### src/rtl/rle_pkg.sv
// Shared definitions for the RLE compressor/decompressor pair: FSM states,
// word geometry and the 16-bit (symbol, count) entry layout.
package rle_pkg;

   localparam int WORD_BYTES = 4;
   localparam int ENTRY_W    = 16;
   localparam int CNT_LSB    = 0;
   localparam int SYM_LSB    = 8;
   localparam int FIELD_W    = 8;

   typedef enum logic [2:0] {
      ST_IDLE   = 3'd0,
      ST_FETCH  = 3'd1,
      ST_WAIT   = 3'd2,
      ST_DECODE = 3'd3,
      ST_WRITE  = 3'd4,
      ST_FINISH = 3'd5,
      ST_FLUSH  = 3'd6
   } rle_state_t;

   function automatic logic [FIELD_W-1:0] entry_sym(input logic [ENTRY_W-1:0] e);
      return e[SYM_LSB +: FIELD_W];
   endfunction

   function automatic logic [FIELD_W-1:0] entry_cnt(input logic [ENTRY_W-1:0] e);
      return e[CNT_LSB +: FIELD_W];
   endfunction

endpackage

### src/rtl/rle_byte_packer.sv
// Four-byte little-endian accumulator. Unfilled upper lanes read as zero,
// so a partially filled word can be written out directly as padded data.
module rle_byte_packer
   import rle_pkg::*;
(
   input  logic        clk,
   input  logic        nreset,
   input  logic        push,
   input  logic        push4,
   input  logic        clear,
   input  logic [7:0]  sym,
   output logic        full,
   output logic        empty,
   output logic [2:0]  level,
   output logic [31:0] word
);

   logic [31:0] r_word;
   logic [2:0]  r_level;

   always_ff @(posedge clk or negedge nreset) begin
      if (!nreset) begin
         r_word  <= '0;
         r_level <= '0;
      end else if (clear) begin
         r_word  <= '0;
         r_level <= '0;
      end else if (push4) begin
         r_word  <= {WORD_BYTES{sym}};
         r_level <= 3'(WORD_BYTES);
      end else if (push) begin
         r_word[{r_level[1:0], 3'b000} +: 8] <= sym;
         r_level                             <= r_level + 3'd1;
      end
   end

   assign full  = (r_level == 3'(WORD_BYTES));
   assign empty = (r_level == 3'd0);
   assign level = r_level;
   assign word  = r_word;

endmodule

### src/rtl/rle_decode.sv
// Run-length decompressor: reads (symbol, count) entry words from SRAM port A
// and writes expanded bytes back packed four per word. Optional one-cycle word
// fill for long runs is enabled by defining RLE_DEC_WORD_FILL_EN.
module rle_decode
   import rle_pkg::*;
#(
   parameter int ADDR_W = 16
) (
   input  logic              clk,
   input  logic              nreset,
   input  logic              start,
   input  logic [31:0]       rle_addr,
   input  logic [31:0]       rle_size,
   input  logic [31:0]       out_addr,
   output logic [31:0]       out_size,
   output logic              done,
   output logic              port_A_clk,
   output logic [ADDR_W-1:0] port_A_addr,
   output logic              port_A_we,
   output logic [31:0]       port_A_data_in,
   input  logic [31:0]       port_A_data_out,
   output logic [2:0]        dbg_state
);

   // Job protocol: start is a one-cycle request honoured only in IDLE; done is
   // a level that holds in IDLE from job completion until the next accepted start.

   rle_state_t        r_state;
   rle_state_t        w_next;
   logic [ADDR_W-1:0] r_rd_addr;
   logic [ADDR_W-1:0] r_wr_addr;
   logic [31:0]       r_size;
   logic [31:0]       r_consumed;
   logic [15:0]       r_hi_entry;
   logic              r_sel;
   logic [7:0]        r_sym;
   logic [7:0]        r_remain;
   logic [31:0]       r_out_size;
   logic              r_done;

   logic              w_push;
   logic              w_push4;
   logic              w_clear;
   logic              w_load1;
   logic              w_full;
   logic              w_empty;
   logic [2:0]        w_level;
   logic [31:0]       w_word;
   logic              w_fill_en;
   logic              w_unused;

`ifdef RLE_DEC_WORD_FILL_EN
   assign w_fill_en = 1'b1;
`else
   assign w_fill_en = 1'b0;
`endif

   rle_byte_packer u_packer (
      .clk    (clk),
      .nreset (nreset),
      .push   (w_push),
      .push4  (w_push4),
      .clear  (w_clear),
      .sym    (r_sym),
      .full   (w_full),
      .empty  (w_empty),
      .level  (w_level),
      .word   (w_word)
   );

   always_ff @(posedge clk or negedge nreset) begin
      if (!nreset) r_state <= ST_IDLE;
      else         r_state <= w_next;
   end

   always_comb begin
      w_next  = r_state;
      w_push  = 1'b0;
      w_push4 = 1'b0;
      w_clear = 1'b0;
      w_load1 = 1'b0;
      case (r_state)
         ST_IDLE: begin
            if (start) begin
               w_clear = 1'b1;
               w_next  = (rle_size[31:2] != 30'd0) ? ST_FETCH : ST_FLUSH;
            end
         end
         ST_FETCH: w_next = ST_WAIT;
         ST_WAIT:  w_next = ST_DECODE;
         ST_DECODE: begin
            if (r_remain == 8'd0) begin
               if (!r_sel)                     w_load1 = 1'b1;
               else if (r_consumed == r_size) w_next  = ST_FINISH;
               else                            w_next  = ST_FETCH;
            end else if (w_fill_en && w_empty && r_remain >= 8'd4) begin
               w_push4 = 1'b1;
               w_next  = ST_WRITE;
            end else begin
               w_push = 1'b1;
               // The byte pushed now completes the word.
               if (w_level == 3'd3) w_next = ST_WRITE;
            end
         end
         ST_WRITE: begin
            w_clear = 1'b1;
            w_next  = ST_DECODE;
         end
         ST_FINISH: w_next = ST_FLUSH;
         ST_FLUSH:  w_next = ST_IDLE;
         default:   w_next = ST_IDLE;
      endcase
   end

   always_ff @(posedge clk or negedge nreset) begin
      if (!nreset) begin
         r_rd_addr  <= '0;
         r_wr_addr  <= '0;
         r_size     <= '0;
         r_consumed <= '0;
         r_hi_entry <= '0;
         r_sel      <= 1'b0;
         r_sym      <= '0;
         r_remain   <= '0;
         r_out_size <= '0;
         r_done     <= 1'b0;
      end else begin
         case (r_state)
            ST_IDLE: begin
               if (start) begin
                  r_rd_addr  <= rle_addr[ADDR_W-1:0];
                  r_wr_addr  <= out_addr[ADDR_W-1:0];
                  r_size     <= {rle_size[31:2], 2'b00};
                  r_consumed <= '0;
                  r_out_size <= '0;
                  r_done     <= 1'b0;
                  r_sel      <= 1'b0;
                  r_remain   <= '0;
               end
            end
            ST_WAIT: begin
               r_hi_entry <= port_A_data_out[31:16];
               r_sym      <= entry_sym(port_A_data_out[15:0]);
               r_remain   <= entry_cnt(port_A_data_out[15:0]);
               r_sel      <= 1'b0;
               r_rd_addr  <= r_rd_addr + ADDR_W'(WORD_BYTES);
               r_consumed <= r_consumed + 32'(WORD_BYTES);
            end
            ST_DECODE: begin
               if (w_load1) begin
                  r_sel    <= 1'b1;
                  r_sym    <= entry_sym(r_hi_entry);
                  r_remain <= entry_cnt(r_hi_entry);
               end else if (w_push4) begin
                  r_remain   <= r_remain - 8'd4;
                  r_out_size <= r_out_size + 32'd4;
               end else if (w_push) begin
                  r_remain   <= r_remain - 8'd1;
                  r_out_size <= r_out_size + 32'd1;
               end
            end
            ST_WRITE: r_wr_addr <= r_wr_addr + ADDR_W'(WORD_BYTES);
            ST_FLUSH: begin
               r_done <= 1'b1;
               if (!w_empty) r_wr_addr <= r_wr_addr + ADDR_W'(WORD_BYTES);
            end
            default: ;
         endcase
      end
   end

   // Port A is driven combinationally from state so FETCH and WRITE each own
   // the port for exactly their cycle; every other state leaves it at zero.
   always_comb begin
      port_A_we      = (r_state == ST_WRITE) || ((r_state == ST_FLUSH) && !w_empty);
      port_A_addr    = '0;
      port_A_data_in = '0;
      if (r_state == ST_FETCH) begin
         port_A_addr = r_rd_addr;
      end else if (port_A_we) begin
         port_A_addr    = r_wr_addr;
         port_A_data_in = w_word;
      end
   end

   assign port_A_clk = clk;
   assign out_size   = r_out_size;
   assign done       = r_done;
   assign dbg_state  = r_state;
   assign w_unused   = ^{rle_addr, out_addr, rle_size[1:0], w_full};

endmodule

### config.mk
export PLATFORM = sky130hd
export DESIGN_NAME = rle_decode
export DESIGN_NICKNAME = d
export VERILOG_FILES = /design/src/rtl/rle_pkg.sv /design/src/rtl/rle_byte_packer.sv /design/src/rtl/rle_decode.sv
export SDC_FILE = /design/constraint.sdc
export NUM_CORES = 1
export LEC_CHECK = 0
export CAP_MARGIN = 20
export CORE_UTILIZATION = 64
export DETAILED_ROUTE_END_ITERATION = 6
export DONT_BUFFER_PORTS = 1
export PLACE_DENSITY_LB_ADDON = 0.3
export SYNTH_ARGS = -nofsm -noshare
export SYNTH_HDL_FRONTEND = slang
export SYNTH_SLANG_ARGS = --single-unit
### constraint.sdc
create_clock -name clk -period 2.48 [get_ports clk]
set_input_delay 0.496 -clock clk [delete_from_list [all_inputs] [get_ports clk]]
set_output_delay 0.496 -clock clk [all_outputs]
set_load 0.02 [all_outputs]
* Word level (Yosys, flattened, before mapping) *
Index checks and enable logic that the tools add are counted.

storage, ports and cells
  register bits = 198
  input bits = 131
  logic and storage cells = 105

cells by class
  $add $sub $neg = 7
  eq/ne operators = 16
  shift operators = 2
  mux-type cells = 43
  reductions and logical operators = 24

operators by type and width
  kind                                                  number
  two-way mux 32 bit                                    7
  one-hot mux 32 bit (2 select lines)                   2
  two-way mux 16 bit                                    5
  one-hot mux 16 bit (3 select lines)                   1
  adder 16 x 3 -> 16 bit, second input constant         2
  adder 32 x 1 -> 32 bit, second input constant         1
  adder 32 x 3 -> 32 bit, second input constant         1
  bitwise mux 32 bit                                    1
  == test 32 bit                                        1
  two-way mux 8 bit                                     4
  one-hot mux 16 bit (2 select lines)                   1
  variable shift 8 x 7 -> 32 bit, first input constant  1
  indexed part select 8 x 7 -> 32 bit                   1
  nonzero test 30 bit                                   1
  two-way mux 3 bit                                     8
  one-hot mux 8 bit (3 select lines)                    1
  one-hot mux 8 bit (2 select lines)                    1
  one-hot mux 3 bit (5 select lines)                    1
  AND reduction 3 bit                                   4
  nonzero test 2 bit                                    5
  == test 3 x 2 -> 1 bit, second input constant         3
  == test 3 bit, second input constant                  3
  logical NOT 8 bit                                     1
  two-way mux 1 bit                                     8
  other kinds (18)                                      28

* Depth between registers and ports, before layout *
Gate-level depths: netlist of run 1.

  depth in word-level cells = 6
  gate-level depth with buffers = 9
  mapped depth without buffers = 7

* Modules after synthesis *
Synthesis of run 1 repeated with hierarchy kept, for this count alone.

unflattened totals
  cell total of the unflattened synthesis = 1151
  area, all modules = 10318.6 um^2

modules (own cells, without submodules)
  module           instances  cells an instance  area an instance (um^2)
  rle_decode       1          1009               8724.6
  rle_byte_packer  1          142                1594.0

==> results of run 1 <==
-- layout make-up --
cell class / instances / area (um^2) / share of cell area
multi-input combinational: 889 / 5250 / 0.458
clock inverter: 10 / 135 / 0.0118
tap: 216 / 270 / 0.0236
sequential: 196 / 4910 / 0.429
inverter: 16 / 60.1 / 0.00525
clock buffer: 19 / 443 / 0.0387
timing repair buffer: 41 / 384 / 0.0336
antenna: 1 / 2.50 / 0.000219
-- power by group through the flow --
stage	clock network, W	registers [W]	logic (W)
2_1_floorplan	0.0000471	0.00533	0.00412
3_3_place_gp	0	0.00569	0.00500
3_5_place_dp	0	0.00575	0.00518
4_1_cts	0.00280	0.00571	0.00525
5_1_grt	0.00292	0.00589	0.00600
6_report	0.00278	0.00575	0.00535
-- registers in the layout (all words and copies together) (netlist names) --
register	flops
dbg_state	3
r_size	30
r_hi_entry	16
r_sel	1
r_consumed	30
u_packer.word	32
done	1
r_sym	8
u_packer.level	3
r_rd_addr	16
r_remain	8
r_wr_addr	16
out_size	32
-- worst max path at each step --
| stage | start | to | slack [ns] | cells past startpoint |
|---|---|---|---|---|
| after floorplan | u_packer.level[0] | port_A_data_in[12] | 0.08 | 6 |
| after global placement | r_remain[0] | u_packer.word[20] | 0.15 | 7 |
| after detailed placement | r_remain[0] | u_packer.word[19] | 0.07 | 7 |
| after CTS | u_packer.level[1] | port_A_addr[7] | -0.02 | 5 |
| after global routing | dbg_state[0] | port_A_data_in[31] | -0.004 | 5 |
| final | dbg_state[1] | port_A_addr[7] | 0.05 | 5 |
-- worst max-delay path, delay by kind of cell (launching register included) --
family,cells,cell delay (ns)
flops,1,0.46
buf+inv,2,0.40
simple gates,2,0.37
compound gates,1,0.26
-- layout by cell type (no fill, tap or decap), types with 4 or more instances in the layout --
cell type	n
a21o_1	4
or3_1	8
a21oi_1	76
xor2_1	7
a31oi_1	10
ha_1	12
o31ai_1	10
nand4_1	34
and2_1	11
and4_1	11
and3_1	10
dfrtp_1	195
clkinvlp_4	4
nor2_1	57
inv_1	15
nor3_4	4
and2_2	25
o21ai_1	25
a22o_2	11
o211ai_1	4
clkbuf_16	19
a22o_1	29
a221oi_1	5
nand2_1	252
o22ai_1	16
nor4_1	14
buf_4	35
nor3_1	13
mux2i_1	30
o21ai_0	48
xnor2_1	34
nand3_1	70
-- logic make-up (layout without fill, tap and decap cells) --
group,after synthesis,count (layout),synth area share
DFF,196,196,0.471
and+or+nand+nor,534,534,0.248
muxes,31,31,0.0299
other,0,1,0
buffers and inverters,84,86,0.0334
xor gates and xnor gates,41,41,0.0345
adders and majority gates,13,13,0.0156
AOI/OAI and AO/OA,270,270,0.166
-- routing by layer --
metal	wire length, um	part of all wire	up-vias
met5	0	0	-
met4	518	0.020	0
met3	1810	0.071	47
met2	12400	0.49	338
met1	10800	0.42	4261
li1	-	-	4152
-- what timing repair did --
item,in CTS,in global routing
buffers inserted,1,1
cloned,0,2
pin swaps,1,1
resized for setup,36,9
endpoints found under the hold margin,196,196
endpoints found under the setup margin,49,82
-- metrics by stage --
| step | std cells | util | setup TNS, ns | instance area, um^2 | setup slack [ns] |
|---|---|---|---|---|---|
| 3_5_place_dp | 1354 | 0.674 | 0 | 10700 | 0.0670 |
| 3_3_place_gp | 1354 | 0.674 | 0 | 10700 | 0.149 |
| 4_1_cts | 1384 | 0.714 | -0.0576 | 11300 | -0.0164 |
| 2_1_floorplan | 1169 | - | 0 | 10400 | 0.0847 |
| 6_report | 1388 | 0.721 | 0 | 11400 | 0.0522 |
| 5_1_grt | 1388 | 0.721 | -0.00373 | 11400 | -0.00373 |
==> qor.yml, run 1 <==
outcome: "finished with violations"
violations: "hold timing"
via_per_inst: 6.34
synthesis.instances: 1169
rows: 46
layout-drive-gt1-share: 0.117
swShare: 0.418
dieArea_um2: 16800
cts_max_level: 4
min_period_ns: 2.43
maxSlewViolCount: 0
p_int_w: 0.00807
clockRootBuffer: "clkbuf_16"
seqPwrFrac: 0.414
vias: 8798
tightest_slew_ns: 0.724
crit_required_ns: 1.98
worstSetupStartpointType: "register"
layout.nets: 1305
drtPass1Iterations: 5
synth_edf_count: 0
ys_seq_elements: 196
max_freq_mhz: 412
p_leak_nw: 5.03
path_class: "reg -> out"
numCtsBuffers: 17
io_pins: 217
async_flop_share: 1.00
drc_errors: 0
nFillCells: 1250
ff2ff_path_depth: 8
finalHoldWorstSlack_ns: -0.260
holdCritPathClass: "in -> async"
floorplan.initialDensity: 0.655
netlist_area_um2: 10400
ys_warn_count: 0
worstSetupEndpointType: "output pin"
setup_viol: 0
power_frac_clock: 0.200
yosysMostFrequentCell: "nand2_1"
synth-seq-area-share: 0.471
design_power_total_w: 0.0139
grt_pass1_wl_um: 40800
synth_top_cell_by_area: "dfrtp_1"
cts_tree: "built"
grtUsageMet3: 0.0751
grt_usage: 0.312
detail-route-antenna-nets: 0
cts_buffer_depth: 2
die_y_um: 129
coreArea_um2: 15900
combPwrFrac: 0.386
area_growth_pct: 10.0
crit_arrival_ns: 1.93
cts.sinks: 196
top_usage_layer: "met2"
clock_skew_ns: 0.0166
timing.max_cap.violations: 0
wl_per_cell_um: 18.5
period_share: 0.979
p_sw_w: 0.00581
synth-main-ff-cell: "dfrtp_1"
crit_path_max_incr_delay_ns: 0.46
r2r_start: "r_remain[0]"
ys_top_cells_by_area: "dfrtp_1 47%, nand2_1 9.1%, a21oi_1 3.8%, a22o_1 3.4%, nand3_1 3.4%"
worstPathCellList: "buf_4, nor2_1, and2_2, buf_6, a22o_1"
synth_cell_types: 63
numPortBuffers: 0
met1_usage: 0.406
grt.met2_usage: 0.511
synth_common_cells: "253 x nand2_1, 196 x dfrtp_1, 78 x a21oi_1"
wirelength_um: 25600
reg2reg_setup_slack_ns: 0.20
p_per_area_nw_per_um2: 1210
die_x_um: 129
syn-num-nets: 1313
clk_latency_ns: 0.44
clkSlewWorstSetupHoldPaths_ns: 0.08
synth_top_area_frac: 0.471
grt_pass1_vias: 8331
drt_iter0_markers: 719
vdd_drop_max_mv: 0.712
crit_slowest_cell: "dfrtp_2"
grt_antenna_before_repair: 1
grt.overflow.total: 0
relSlewSlack: 0.513
hold_viol: 196
gp_congestion: 0.866
reg2reg_to: "out_size[29]"
dp_hpwl_um: 17700
grt_max_degree: 197
synth.avg_cell_area_um2: 8.90
path_max_fanout: 14
Note: power is estimated with default switching activity, not from simulation.
==> run 2: changes to the inputs <==
--- a/config.mk
+++ b/config.mk
@@ -6,7 +6,9 @@
 export NUM_CORES = 1
 export LEC_CHECK = 0
 export CAP_MARGIN = 20
-export CORE_UTILIZATION = 64
+export CELL_PAD_IN_SITES_DETAIL_PLACEMENT = 1
+export CELL_PAD_IN_SITES_GLOBAL_PLACEMENT = 2
+export CORE_UTILIZATION = 38
 export DETAILED_ROUTE_END_ITERATION = 6
 export DONT_BUFFER_PORTS = 1
 export PLACE_DENSITY_LB_ADDON = 0.3
==> run 2 against run 1 <==
The run still ends with hold timing left. Critical endpoint is now port_A_addr[4]. Via count fell by 0.63%. Largest cell class unchanged. Sequential share of layout area fell by 0.75 points. Sequential power barely moved. Highest routed layer unchanged. Clock skew rose by 0.00076 ns. Maximum frequency rose by 2.0%. Design area rose by 1.8%. Wire length rose by 17%. Register-to-register slack improved by 0.10 ns. Worst setup slack improved by 0.046 ns. Critical path depth did not move. Combinational power rose by 4%.
==> qor.yml, run 2 (synthesis gave the netlist of run 1 again) <==
p_per_area_nw_per_um2: 1210  # -0.40%
violations: "hold timing"
wl_per_cell_um: 19.7  # +6.7%
setup_viol: 0  # unchanged
p_leak_nw: 5.07  # +0.91%
grt_max_degree: 197  # unchanged
fin_util: 0.434  # -0.287
wirelength_um: 30000  # +17%
grt_usage: 0.219  # -0.0922
timing.max_cap.violations: 0  # unchanged
worstPathCellList: "inv_1, ha_4, a31oi_4, buf_12, a22o_2"
worstSetupEndpointType: "output pin"
layout_common_cells: "251 x nand2_1, 193 x dfrtp_1, 76 x a21oi_1, 70 x nand3_1, 58 x nor2_1"
die_y_um: 167  # +29%
dieArea_um2: 28000  # +67%
dp_hpwl_um: 21400  # +21%
vias: 8743  # -0.63%
path_delay_family: "compound AO/OA/AOI/OAI gates"
tightest_slew_ns: 0.766  # +0.0415 ns
path_max_fanout: 47  # +33
die_x_um: 167  # +29%
reg2reg_setup_slack_ns: 0.30  # +0.10 ns
clockRootBuffer: "clkbuf_16"
numCtsBuffers: 17  # unchanged
finalSetupTns_ns: 0  # unchanged
layout_commonest_cell: "nand2_1"
io_pins: 217  # unchanged
grt_setup_unrepaired: "false"
clk_latency_ns: 0.43  # about the same
dp_cells: 1491  # +10%
critPathBufInv: 2  # unchanged
min_period_ns: 2.38  # -0.0465 ns
drc_errors: 0  # unchanged
crit_path_max_incr_delay_ns: 0.40  # -0.06 ns
finalNonFillerCells: 1524  # +9.8%
floorplan.initialDensity: 0.387  # -0.268
detail-route-antenna-nets: 0  # unchanged
cts_buffer_depth: 2  # unchanged
grt.overflow.total: 0  # unchanged
outcome: "finished with violations"
r2r_start: "r_remain[0]"
worstSetupStartpointType: "register"
crit_arrival_ns: 1.89  # -0.04 ns
clkSlewWorstSetupHoldPaths_ns: 0.08  # about the same
cts.sinks: 196  # unchanged
path_class: "reg -> out"
layout-drive-gt1-share: 0.137  # +0.0201
drt_iter0_markers: 466  # -35%
gp_congestion: 0.835  # -3.6%
hold_viol: 196  # unchanged
max_freq_mhz: 420  # +2.0%
grt_antenna_before_repair: 2  # +1
vdd_drop_max_mv: 0.544  # -24%
clock_skew_ns: 0.0174  # +0.000764 ns
rows: 60  # +30%
period_share: 0.960  # -0.0187
coreArea_um2: 26900  # +69%
grt_pass1_vias: 8898  # +6.8%
relSlewSlack: 0.488  # -0.0255
via_per_inst: 5.74  # -9.5%
grt_pass1_wl_um: 49100  # +20%
crit_slowest_cell: "dfrtp_1"
cts_max_level: 4  # unchanged
maxSlewViolCount: 0  # unchanged
crit_required_ns: 1.98  # about the same
area_growth_pct: 12.0
numPortBuffers: 0  # unchanged
layout.nets: 1314  # +0.69%
holdCritPathClass: "in -> async"
cts_tree: "built"
finalHoldWorstSlack_ns: -0.243  # +0.0174 ns
nFillCells: 3133  # +150%
crit_start: "u_packer.level[1]"
drtPass1Iterations: 4  # -1
[run 2: area by class of cell]
cell class / instances / area [um^2] / share of cell area
tap: 341 / 427 / 0.0366
clock buffer: 18 / 439 / 0.0377
inverter: 16 / 60.1 / 0.00515
multi-input combinational: 889 / 5260 / 0.452
antenna: 1 / 2.50 / 0.000215
clock inverter: 13 / 143 / 0.0122
sequential: 196 / 4910 / 0.421
timing repair buffer: 50 / 413 / 0.0354
[run 2: metrics by stage]
stage          power, W  setup slack (ns)  instance area, um^2  hold slack, ns
2_1_floorplan   0.00950            0.0847                10400           0.200
3_3_place_gp     0.0111             0.182                11000           0.208
3_5_place_dp     0.0113            0.0905                11000           0.207
4_1_cts          0.0142           0.00624                11600          -0.270
5_1_grt          0.0152            0.0266                11700          -0.277
6_report         0.0141            0.0986                11700          -0.243
[run 2: worst reg2reg max path: stages, from the launching register on]
cell      delay [ns]
dfrtp_1         0.42
inv_1           0.12
ha_1            0.20
or4b_1          0.55
o21ai_2         0.31
nor3_1          0.10
a221oi_1        0.24
o22ai_1         0.11
[run 2: worst paths after layout]
| check | endpoint | cells past startpoint |
|---|---|---|
| min in group clk | r_hi_entry[13] | 2 |
| worst max-delay path | port_A_addr[4] | 5 |
| worst min-delay path | r_wr_addr[6] | 0 |
| max in group asynchronous | dbg_state[2] | 0 |
| worst max register to register | r_remain[5] | 7 |
| worst min register to register | r_hi_entry[1] | 2 |
[run 2: metal layers]
metal  part of all wire  up-vias  global-route usage
li1                   -     4156                   -
met1               0.48     4406               0.307
met2               0.47      164               0.351
met3              0.044       17              0.0473
met4             0.0080        0              0.0419
met5                  0        -                   0
[run 2: report_power, final]
part / switching (W) / internal [W] / total (W) / leakage, nW
clock network: 0.00137 / 0.00145 / 0.00282 / 0.278
logic: 0.00336 / 0.00218 / 0.00554 / 2.27
registers: 0.00138 / 0.00434 / 0.00572 / 2.53
total: 0.00611 / 0.00797 / 0.0141 / 5.07
[run 2: what timing repair did]
item,CTS,global route
endpoints found under the hold margin,196,196
setup endpoints to repair,46,78
setup buffers,1,0
resized for setup,18,39
gates cloned,0,0
pin swaps,1,0
